--- config.mk ---
export PLATFORM = sky130hd
export DESIGN_NAME = uart_cfg_master
export DESIGN_NICKNAME = d
export VERILOG_FILES = /design/src/rtl/uart_pkg.sv /design/src/rtl/uart_timeout_cnt.sv /design/src/rtl/uart_cfg_master.sv
export SDC_FILE = /design/constraint.sdc
export NUM_CORES = 1
export LEC_CHECK = 0
export BUFFER_PORTS_ARGS = -buffer_cell sky130_fd_sc_hd__buf_2
export CAP_MARGIN = 30
export CORE_MARGIN = 2
export CORE_UTILIZATION = 57
export CTS_CLUSTER_SIZE = 25
export DETAILED_ROUTE_END_ITERATION = 16
export PLACE_DENSITY = 0.89
export SLEW_MARGIN = 40
export SYNTH_ARGS = -nofsm -noshare
export SYNTH_HDL_FRONTEND = slang
export SYNTH_SLANG_ARGS = --single-unit
--- constraint.sdc ---
create_clock -name clk -period 3.55 [get_ports clk]
set_clock_uncertainty 0.1 [all_clocks]
set_input_delay 0 -clock clk [delete_from_list [all_inputs] [get_ports clk]]
set_output_delay 0 -clock clk [all_outputs]
set_load 0.01 [all_outputs]
--- src/rtl/uart_pkg.sv ---
// uart_pkg: register map, error codes, FSM states and config record shared by the UART config master.
package uart_pkg;
   localparam logic [2:0] REG_PARITY      = 3'd0;
   localparam logic [2:0] REG_PARITY_TYPE = 3'd1;
   localparam logic [2:0] REG_STOP_BITS   = 3'd2;
   localparam logic [2:0] REG_FRAME_LEN   = 3'd3;
   localparam int         RD_BIT          = 3;
   localparam logic [1:0] ERR_OK          = 2'b00;
   localparam logic [1:0] ERR_TIMEOUT     = 2'b01;
   localparam logic [1:0] ERR_MISMATCH    = 2'b10;

   typedef enum logic [2:0] {
      S_IDLE, S_WR, S_WR_WAIT, S_GAP, S_RD, S_RD_WAIT, S_FINISH
   } state_e;

   typedef struct packed {
      logic       parity;
      logic       parity_type;
      logic       stop_bits;
      logic [3:0] frame_length;
   } cfg_t;

   function automatic logic [3:0] reg_value(cfg_t c, logic [2:0] idx);
      return idx == REG_PARITY      ? {3'b000, c.parity} :
             idx == REG_PARITY_TYPE ? {3'b000, c.parity_type} :
             idx == REG_STOP_BITS   ? {3'b000, c.stop_bits} :
                                      c.frame_length;
   endfunction
endpackage

--- src/rtl/uart_timeout_cnt.sv ---
// uart_timeout_cnt: per-transaction wait timer; reads 0 the cycle after clear and saturates at TIMEOUT.
module uart_timeout_cnt #(
   parameter int TIMEOUT = 15
) (
   input  logic clk,
   input  logic rst,
   input  logic clear,
   output logic expired
);
   localparam int W = $clog2(TIMEOUT + 1);
   logic [W-1:0] cnt_q, cnt_d;

   assign expired = (cnt_q == W'(TIMEOUT));

   always_comb cnt_d = clear ? '0 : (expired ? cnt_q : cnt_q + 1'b1);

   always_ff @(posedge clk) begin
      if (rst) cnt_q <= '0;
      else     cnt_q <= cnt_d;
   end
endmodule

--- src/rtl/uart_cfg_master.sv ---
// uart_cfg_master: writes the four UART config registers, reads them back and reports
// timeout or read-back mismatch.
module uart_cfg_master
   import uart_pkg::*;
#(
   parameter int TIMEOUT = 15
) (
   input  logic       clk,
   input  logic       rst,
   input  logic       start,
   input  logic       cfg_parity,
   input  logic       cfg_parity_type,
   input  logic       cfg_stop_bits,
   input  logic [3:0] cfg_frame_length,
   output logic       valid,
   output logic [3:0] address,
   output logic [3:0] data,
   input  logic       ack,
   input  logic       data_out_valid,
   input  logic [3:0] data_in,
   output logic       busy,
   output logic       done,
   output logic       error,
   output logic [1:0] err_code
);
   state_e     state_q, state_d;
   logic [1:0] idx_q, idx_d;
   logic       rd_q, rd_d;
   cfg_t       cfg_q, cfg_d;
   logic       error_q, error_d;
   logic [1:0] err_code_q, err_code_d;
   logic [3:0] cur_val;
   logic       tmr_clear, tmr_expired;

   assign cur_val   = reg_value(cfg_q, {1'b0, idx_q});
   assign tmr_clear = (state_d == S_WR) || (state_d == S_RD);

   uart_timeout_cnt #(.TIMEOUT(TIMEOUT)) u_timer (
      .clk     (clk),
      .rst     (rst),
      .clear   (tmr_clear),
      .expired (tmr_expired)
   );

   always_comb begin
      state_d    = state_q;
      idx_d      = idx_q;
      rd_d       = rd_q;
      cfg_d      = cfg_q;
      error_d    = error_q;
      err_code_d = err_code_q;
      case (state_q)
         S_IDLE: if (start) begin
            state_d    = S_WR;
            idx_d      = 2'd0;
            rd_d       = 1'b0;
            cfg_d      = {cfg_parity, cfg_parity_type, cfg_stop_bits, cfg_frame_length};
            error_d    = 1'b0;
            err_code_d = ERR_OK;
         end
         S_WR: state_d = S_WR_WAIT;
         S_RD: state_d = S_RD_WAIT;
         // A response on the expiring cycle takes precedence over the timeout.
         S_WR_WAIT: if (ack) state_d = S_GAP;
            else if (tmr_expired) begin
               state_d    = S_FINISH;
               error_d    = 1'b1;
               err_code_d = ERR_TIMEOUT;
            end
         S_RD_WAIT: if (data_out_valid) begin
               state_d = (data_in == cur_val) ? S_GAP : S_FINISH;
               if (data_in != cur_val) begin
                  error_d    = 1'b1;
                  err_code_d = ERR_MISMATCH;
               end
            end else if (tmr_expired) begin
               state_d    = S_FINISH;
               error_d    = 1'b1;
               err_code_d = ERR_TIMEOUT;
            end
         S_GAP: if (idx_q != 2'd3) begin
               idx_d   = idx_q + 2'd1;
               state_d = rd_q ? S_RD : S_WR;
            end else if (!rd_q) begin
               idx_d   = 2'd0;
               rd_d    = 1'b1;
               state_d = S_RD;
            end else state_d = S_FINISH;
         S_FINISH: state_d = S_IDLE;
         default:  state_d = S_IDLE;
      endcase
   end

   always_ff @(posedge clk) begin
      if (rst) begin
         state_q    <= S_IDLE;
         idx_q      <= 2'd0;
         rd_q       <= 1'b0;
         cfg_q      <= '0;
         error_q    <= 1'b0;
         err_code_q <= ERR_OK;
      end else begin
         state_q    <= state_d;
         idx_q      <= idx_d;
         rd_q       <= rd_d;
         cfg_q      <= cfg_d;
         error_q    <= error_d;
         err_code_q <= err_code_d;
      end
   end

   assign valid    = (state_q == S_WR) || (state_q == S_WR_WAIT) ||
                     (state_q == S_RD) || (state_q == S_RD_WAIT);
   assign address  = valid ? {rd_q, 1'b0, idx_q} : 4'h0;
   assign data     = (valid && !rd_q) ? cur_val : 4'h0;
   assign busy     = (state_q != S_IDLE);
   assign done     = (state_q == S_FINISH);
   assign error    = error_q;
   assign err_code = err_code_q;
endmodule

==> results of run 1 <==
==> cells in the final DEF (no fill, tap or decap), types with 2 or more instances in the layout <==
master         count
buf_2             28
inv_1              6
mux2i_1            3
a21oi_1           14
nor2_1            10
nor2b_1            4
ha_1               5
nand2_1           25
a22oi_1            2
nand3_1            3
xnor2_1            6
dfxtp_1           20
dlygate4sd3_1     16
nand2b_1           3
nor3_1             6
o21ai_0            9
and3_1             3
and2_1             7
clkbuf_4           3
==> registers in the layout (all words and copies together), names as in the netlist <==
signal         cells
cfg_q              7
idx_q              2
error              1
u_timer.cnt_q      4
err_code           2
state_q            3
rd_q               1
==> worst reg2reg max path, stage by stage (launching register included) <==
cell and delay (ns):
dfxtp_1 0.42, inv_1 0.11, ha_1 0.26, mux2i_1 0.29, xnor2_1 0.13, o31ai_2 0.35
a41o_1 0.24, a21oi_1 0.08, dlygate4sd3_1 0.56
==> stage by stage <==
step                      utilization [%]  worst slack (ns)  cells  hold slack, ns
final                                75.2             0.929    229         0.00346
after global routing                 75.2             0.800    229          0.0582
after CTS                            75.2              1.03    229         0.00746
after detailed placement             66.0              1.42    209           0.148
after global placement               66.0              1.48    209           0.139
after floorplan                         -              1.53    159         -0.0207
==> cells by family after synthesis <==
group	after synthesis	share of synthesized area, %
compound gates	41	23.1
xor+xnor	6	4.14
simple gates	71	29.9
mux	3	2.36
buf+inv	12	3.84
other cells	1	0.295
flops	20	31.5
fa+ha+maj	5	4.93
==> worst max-delay path by stage <==
stage / from / end / slack (ns) / depth (start not counted)
detailed placement: idx_q[0] / err_code[0] / 1.42 / 7
finish: idx_q[0] / state_q[2] / 0.93 / 8
global placement: idx_q[0] / err_code[0] / 1.48 / 7
CTS: idx_q[0] / state_q[2] / 1.03 / 8
floorplan: idx_q[0] / err_code[0] / 1.53 / 7
global route: idx_q[0] / state_q[2] / 0.80 / 8
==> cell usage after synthesis, drive strengths merged, types with 2 or more instances <==
cell and instances:
nand2 25, dfxtp 20, a21oi 14, nor2 11
o21ai 9, and2 7, inv 6, nor3 6
xnor2 6, ha 5, clkbuf 4, nor2b 4
and3 3, mux2i 3, nand2b 3, nand3 3
a22oi 2, a31oi 2, buf 2, o31ai 2
==> per-layer routing <==
metal | routed length (µm) | track usage (%) | up-vias
li1 | - | - | 651
met1 | 1290 | 30.4 | 585
met2 | 1560 | 47.0 | 48
met3 | 165 | 3.22 | 11
met4 | 110 | 13.5 | 0
met5 | 0 | 0 | -
==> final cells by class <==
type                       instances  area [µm²]
fill                             142         533
clock buffer                       4        36.3
sequential                        20         400
timing repair buffer              44         300
multi-input combinational        127         821
tap                               28        35.0
inverter                           6        22.5
==> where the power goes <==
group | internal [µW] | total, µW | switching [µW]
combinational | 51.9 | 111 | 58.9
sequential | 236 | 253 | 17.6
clock | 62.6 | 137 | 74.8
==> flow_summary_export.csv, run 1 <==
group,metric,value,unit
place,hpwl,2140,µm
synthesis,yosysTopAreaCellShare,31.5,%
final_layout,fin_area,1620,µm²
clock_tree,holdBufCountCts,16,
critical_path,critPathKind,"register to register",
sta,tns,0,ns
sta,finalSetupViolCount,0,
synthesis,syn_area_per_cell,7.99,µm²
clock_tree,cts_root_buffer,"clkbuf_4",
worst_hold_path,worstHoldStart,"data_out_valid",
synthesis,synth-edff-count,0,
sta,hold_viol_final,0,
critical_path,cp.required,3.66,ns
final_layout,syn_to_final_growth,27.2,%
floorplan,core_region_area,2150,µm²
final_layout,antennaDiodeCount,0,
floorplan,start_util,59.1,%
grt,grt-ovfl-total,0,
final_layout,finalNetCount,223,
synthesis,synthCells,159,
synthesis,ys_top_cells_by_area,"dfxtp_1, nand2_1, a21oi_1",
synthesis,netlist_area,1270,µm²
grt,grt_max_degree,15,
clock_tree,cts_resized,0,
route,wirelength,3130,µm
critical_path,critPathMaxFanout,5,
route,detail-route-antenna-nets,0,
worst_hold_path,holdCritPathClass,"input port to register",
synthesis,ys_ff_latch,20,
route,wl_per_cell,13.6,µm
synthesis,syn_nets,180,
clock_tree,cts_buffers,3,
place,place_congestion,0.958,
place,port_buffers,28,
sta,slew_viol_final,0,
sta,rsz0062_at_grt,"no",
floorplan,ios,30,
route,routed_via_density,5.66,
final_layout,drive_gt1_share,19.4,%
grt,grt_pass1_vias,1225,
critical_path,r2r-end,"state_q[2]",
floorplan,core.rowCount,17,
critical_path,cpMaxStageDelayCell,"dlygate4sd3_1",
critical_path,cp-end-kind,"register",
route,drt_iter0_drc,41,
floorplan,fp.dieH,51.2,µm
floorplan,die_w,51.2,µm
outcome,status,"completed",
grt,antenna_found_initial,0,
synthesis,yosys_warnings,0,
clock_tree,htreeDepth,1,
synthesis,yosysUniqueCellTypes,46,
critical_path,rrSetupSlack,0.93,ns
power,vdd_drop_max,0.218,mV
grt,grt_pass1_wl,5180,µm
clock_tree,cts_tree,"done",
critical_path,r2r_cells,8,
power,p_per_area,311,nW/µm²
floorplan,fp.dieArea,2620,µm²
sta,min_period_over_period,73.8,%
worst_hold_path,min_to,"state_q[1]",
route,first_pass_iters,4,
place,dpl_cell_area,1420,µm²
synthesis,seq_area_frac_synth,31.5,%
critical_path,critPathBufInv,2,
critical_path,startpoint_type,"register",
sta,max_freq,381,MHz
critical_path,cp.arrival,2.73,ns
clock_tree,clk_pin_slew,0.12,ns
clock_tree,cts.sinks,20,
clock_tree,post-cts-setup-buffers,0,
synthesis,synth_top_area_cell,"dfxtp_1",
synthesis,async_flop_share,0,%
critical_path,r2r_start,"idx_q[0]",
route,num_vias,1295,
grt,grt_usage,26.3,%
route,drc,0,
power,p_total,502,µW
run,cap_violations,0,
clock_tree,clk_latency,0.31,ns
power,p_leak,0.000706,µW
worst_hold_path,whs_path_depth,4,
critical_path,slowest_delay,0.56,ns
critical_path,crit_family,"buffers and inverters",
critical_path,worstPathCellList,"inv_1 -> ha_1 -> mux2i_1 -> xnor2_1 -> o31ai_2 -> a41o_1 -> a21oi_1 -> dlygate4sd3_1",
clock_tree,cts_max_path_buffers,2,
sta,post-route-min-period,2.62,ns
synthesis,synth-main-ff-cell,"dfxtp_1",
No activity file was read; power rests on OpenSTA's default activity.
==> run 2, diff against run 1 <==
Settings changed: CORE_UTILIZATION 57 to 47, PLACE_DENSITY 0.89 to 0.79.
Clock period 3.55 ns to 2.15 ns, I/O delays scaled along.
==> run 2 against run 1 <==
- total power grew 71%
- setup slack lost 0.87 ns
- sequential power grew 66%
- final cell count grew 1.3%
- flip-flop and latch count is the same
- critical path type unchanged
- clock power grew 77%
- die area grew 20%
==> flow_summary_export.csv, run 2 (synthesis results as in run 1) <==
group,metric,value,unit
outcome,status,"completed",
final_layout,antennaDiodeCount,0,
route,wl_per_cell,14.8,µm
critical_path,worstPathCellList,"inv_1 -> ha_2 -> mux2i_2 -> xnor2_1 -> o31ai_4 -> and4_4 -> o311a_1",
grt,grt.met2_usage,34.6,%
clock_tree,post-cts-setup-buffers,0,
sta,post-route-min-period,2.09,ns
floorplan,die_w,56.0,µm
clock_tree,clk_latency,0.32,ns
final_layout,largest_register_ffs,7,
sta,hold_viol_final,0,
route,drt_iter0_drc,51,
critical_path,cpMaxStageDelayCell,"dfxtp_4",
sta,max_freq,478,MHz
critical_path,cp.arrival,2.27,ns
critical_path,critPathMaxFanout,5,
floorplan,core_region_area,2520,µm²
final_layout,syn_to_final_growth,30.6,%
final_layout,final_cell_mix,"buf_2, nand2_1, dfxtp_1",
grt,grt_max_degree,15,
final_layout,drive_gt1_share,23.8,%
route,num_vias,1323,
final_layout,top_regs,"cfg_q x7, u_timer.cnt_q x4, state_q x3",
clock_tree,htreeDepth,1,
final_layout,final_common_cell,"buf_2",
critical_path,critPathKind,"register to register",
floorplan,fp.dieArea,3130,µm²
power,p_leak,0.000711,µW
final_layout,max_flop_register,"cfg_q",
critical_path,crit_family,"compound AO/OA/AOI/OAI gates",
route,first_pass_iters,4,
final_layout,fin_area,1660,µm²
sta,finalSetupViolCount,0,
clock_tree,cts_max_path_buffers,2,
floorplan,ios,30,
critical_path,cp-end-kind,"register",
clock_tree,cts_root_buffer,"clkbuf_4",
route,wirelength,3440,µm
critical_path,cp.required,2.32,ns
worst_hold_path,holdCritPathClass,"input port to register",
floorplan,fp.dieH,56.0,µm
route,routed_via_density,5.70,
place,dpl_cell_area,1430,µm²
critical_path,slowest_delay,0.38,ns
floorplan,core.rowCount,18,
clock_tree,clk_pin_slew,0.13,ns
grt,grt-ovfl-total,0,
place,port_buffers,28,
floorplan,start_util,50.3,%
grt,met1_usage,26.5,%
grt,grt_usage,20.7,%
grt,antenna_found_initial,0,
clock_tree,cts_tree,"done",
clock_tree,cts_buffers,3,
grt,grt_pass1_vias,1193,
route,drc,0,
grt,busiest_layer,"met2",
sta,min_period_over_period,97.3,%
clock_tree,cts.sinks,20,
route,detail-route-antenna-nets,0,
place,hpwl,2140,µm
sta,slew_viol_final,0,
power,vdd_drop_max,0.345,mV
power,p_per_area,517,nW/µm²
critical_path,critPathBufInv,1,
final_layout,finalNetCount,224,
critical_path,startpoint_type,"register",
run,cap_violations,0,
sta,hold_ws,0.0257,ns
grt,use_met3,3.95,%
place,place_congestion,0.846,
grt,grt_pass1_wl,5260,µm
run 2: cell count changes in the layout (fill, tap and decap cells not counted), sizes merged:
cell	previous run	this run
buf	28	29
run 2: timing repair:
action / CTS / global route
hold buffers: 16 / 0
hold endpoints to repair: 11 / 0
resized for setup: 2 / 8
pin swaps: 0 / 1
setup endpoints to repair: 4 / 14
run 2: final timing paths:
kind             startpoint          end  slack [ns]  cells past startpoint
max                idx_q[0]  err_code[0]        0.06                      7
min          data_out_valid   state_q[1]        0.03                      4
max reg2reg        idx_q[0]  err_code[0]        0.06                      7
min reg2reg        idx_q[1]     idx_q[1]        0.40                      2
run 2: metrics by stage:
stage	util [%]	worst slack [ns]	setup TNS, ns	total power [µW]	cells
floorplan	-	0.127	0	530	159
global placement	56.6	0.0760	0	574	212
CTS	64.7	0.0174	0	830	232
finish	65.8	0.0573	0	858	232
detailed placement	56.6	0.00596	0	580	212
global route	65.8	-0.0612	-0.107	888	232
run 2: worst register-to-register path: stages (launching register included):
cell and delay (ns):
dfxtp_4 0.38, inv_1 0.10, ha_2 0.24, mux2i_2 0.31
xnor2_1 0.16, o31ai_4 0.32, and4_4 0.27, o311a_1 0.17
run 2: power by group:
group	internal [µW]	leakage, µW	switching (µW)
combinational	90.8	0.000526	105
clock	104	0.0000210	139
sequential	389	0.000164	31.1
run 2: per-layer routing:
| layer | routed length (µm) | part of all wire (%) |
|---|---|---|
| met3 | 202 | 5.9 |
| met1 | 1500 | 44 |
| met5 | 0 | 0 |
| met2 | 1660 | 48 |
| met4 | 78 | 2.3 |
run 2: final cells by class:
type	instances	area [µm²]
timing repair buffer	45	308
clock buffer	4	36.3
fill	197	863
inverter	6	22.5
sequential	20	405
multi-input combinational	127	850
tap	30	37.5
==> run 3, diff against run 2 <==
==> constraint.sdc (replaced) <==
create_clock -name clk -period 2.15 [get_ports clk]
set_clock_uncertainty 0.1 [all_clocks]
set_input_delay 0.1075 -clock clk [delete_from_list [all_inputs] [get_ports clk]]
set_output_delay 0.1075 -clock clk [all_outputs]
set_load 0.01 [all_outputs]
==> run 3 against run 2 <==
- non-clock buffer count is 8 lower
- flip-flop and latch count stayed put
- cell area is 4.8% lower
- sequential power hardly changed
- combinational power is 9% lower
- clock power is 4% lower
- hold slack worse by 0.024 ns
- largest power group unchanged
- highest routed layer unchanged
==> flow_summary_export.csv, run 3 (synthesis results as in run 1) <==
group,metric,value,unit
clock_tree,clk_pin_slew,0.13,ns
grt,grt_max_degree,15,
critical_path,crit_path_start,"idx_q[0]",
final_layout,fillers,209,
worst_hold_path,holdCritPathClass,"input port to register",
worst_hold_path,worstHoldStart,"rst",
final_layout,largest_register_ffs,7,
grt,busiest_layer,"met2",
critical_path,r2r_start,"idx_q[0]",
final_layout,final_cell_mix,"buf_2, nand2_1, dfxtp_1",
critical_path,slowest_delay,0.43,ns
critical_path,cp.depth,7,
floorplan,fp.dieArea,3130,µm²
power,p_leak,0.000661,µW
sta,setup_slack,0.0838,ns
place,port_buffers,28,
critical_path,critPathMaxFanout,5,
floorplan,fp.dieH,56.0,µm
clock_tree,clk_latency,0.32,ns
grt,use_met3,3.95,%
grt,grt.met2_usage,32.1,%
power,seqPwrFrac,50.5,%
floorplan,die_w,56.0,µm
final_layout,max_flop_register,"cfg_q",
place,dp.cells,212,
route,drc,0,
floorplan,core_region_area,2520,µm²
floorplan,core.rowCount,18,
critical_path,worstPathCellList,"inv_1 -> ha_1 -> or3_4 -> nor2_2 -> o32ai_2 -> and4_4 -> o311a_1",
clock_tree,cts_root_buffer,"clkbuf_4",
sta,hold_viol_final,0,
power,switching_share,31.4,%
final_layout,finalNetCount,216,
route,drt_iter0_drc,38,
sta,min_period_over_period,96.1,%
place,hpwl,2140,µm
critical_path,crit_family,"simple AND/OR/NAND/NOR gates",
final_layout,top_regs,"cfg_q x7, u_timer.cnt_q x4, state_q x3",
critical_path,cp.required,2.27,ns
critical_path,startpoint_type,"register",
floorplan,ios,30,
sta,max_freq,484,MHz
critical_path,critPathKind,"register to register",
final_layout,final_common_cell,"buf_2",
final_layout,final_cells,224,
grt,grt_usage,20.0,%
sta,hold_ws,0.00190,ns
power,vdd_drop_max,0.365,mV
final_layout,syn_to_final_growth,24.3,%
grt,grt-ovfl-total,0,
critical_path,r2r_cells,7,
route,wirelength,3220,µm
route,detail-route-antenna-nets,0,
grt,antenna_found_initial,0,
power,p_clk_share,28.1,%
sta,slew_viol_final,0,
clock_tree,cts_max_path_buffers,2,
clock_tree,cts.sinks,20,
sta,finalSetupViolCount,0,
power,p_per_area,525,nW/µm²
final_layout,antennaDiodeCount,0,
worst_hold_path,whs_path_depth,2,
grt,met1_usage,26.3,%
critical_path,cp.arrival,2.19,ns
run,cap_violations,0,
place,place_congestion,0.846,
grt,grt_pass1_vias,1120,
critical_path,critPathBufInv,1,
route,routed_via_density,5.77,
clock_tree,cts_buffers,3,
outcome,status,"completed",
grt,grt_pass1_wl,5060,µm
critical_path,cpMaxStageDelayCell,"or3_4",
power,p_comb_share,21.4,%
place,place_ws,0.00596,ns
clock_tree,cts_tree,"done",
power,switchingPower,260,µW
final_layout,drive_gt1_share,25.3,%
floorplan,start_util,50.3,%
critical_path,cp-end-kind,"register",
clock_tree,htreeDepth,1,
route,num_vias,1293,
route,wl_per_cell,14.4,µm
route,first_pass_iters,4,
power,p_int,569,µW
sta,post-route-min-period,2.07,ns
[run 3: changes by cell type in the layout (fill, tap and decap cells not counted), sizes merged]
| cell | change |
|---|---|
| buf | +1 |
| dlygate4sd3 | -9 |
[run 3: stage by stage]
step	instance area (µm²)	total power [µW]	utilization, %	setup TNS [ns]
2_1_floorplan	1270	530	-	0
3_3_place_gp	1430	574	56.6	0
3_5_place_dp	1430	580	56.6	0
4_1_cts	1540	814	61.2	0
5_1_grt	1580	866	62.6	-0.0153
6_report	1580	830	62.6	0
[run 3: routing by layer]
layer / wire (µm) / up-vias
met5: 0 / -
met4: 74 / 0
met3: 219 / 11
met2: 1510 / 62
met1: 1410 / 588
li1: - / 632
[run 3: final cells by class]
cell class / count / area [µm²] / area share (%)
Sequential cell: 20 / 408 / 25.8
Timing Repair Buffer: 37 / 225 / 14.3
Inverter: 6 / 22.5 / 1.43
Tap cell: 30 / 37.5 / 2.38
Multi-Input combinational cell: 127 / 850 / 53.8
Clock buffer: 4 / 36.3 / 2.30
[run 3: worst paths after layout]
| path | endpoint | slack, ns |
|---|---|---|
| setup / recovery | err_code[0] | 0.08 |
| hold / removal | state_q[2] | 0.002 |
| setup reg to reg | err_code[0] | 0.08 |
| hold reg to reg | cfg_q[0] | 0.38 |
[run 3: what timing repair did]
action | in CTS | in global routing
endpoints found under the hold margin | 7 | 0
hold buffers | 7 | 0
gates resized for setup | 3 | 8
buffers inserted | 0 | 1
setup endpoints to repair | 4 | 7
cloned | 0 | 0
pin swaps | 0 | 3
[run 3: power groups by stage]
| stage | Combinational (µW) | Sequential, µW | Clock [µW] |
|---|---|---|---|
| final | 178 | 419 | 233 |
| after floorplan | 118 | 412 | 0 |
| after CTS | 166 | 417 | 231 |
| after global routing | 197 | 423 | 246 |
| after detailed placement | 154 | 425 | 0 |
| after global placement | 150 | 424 | 0 |
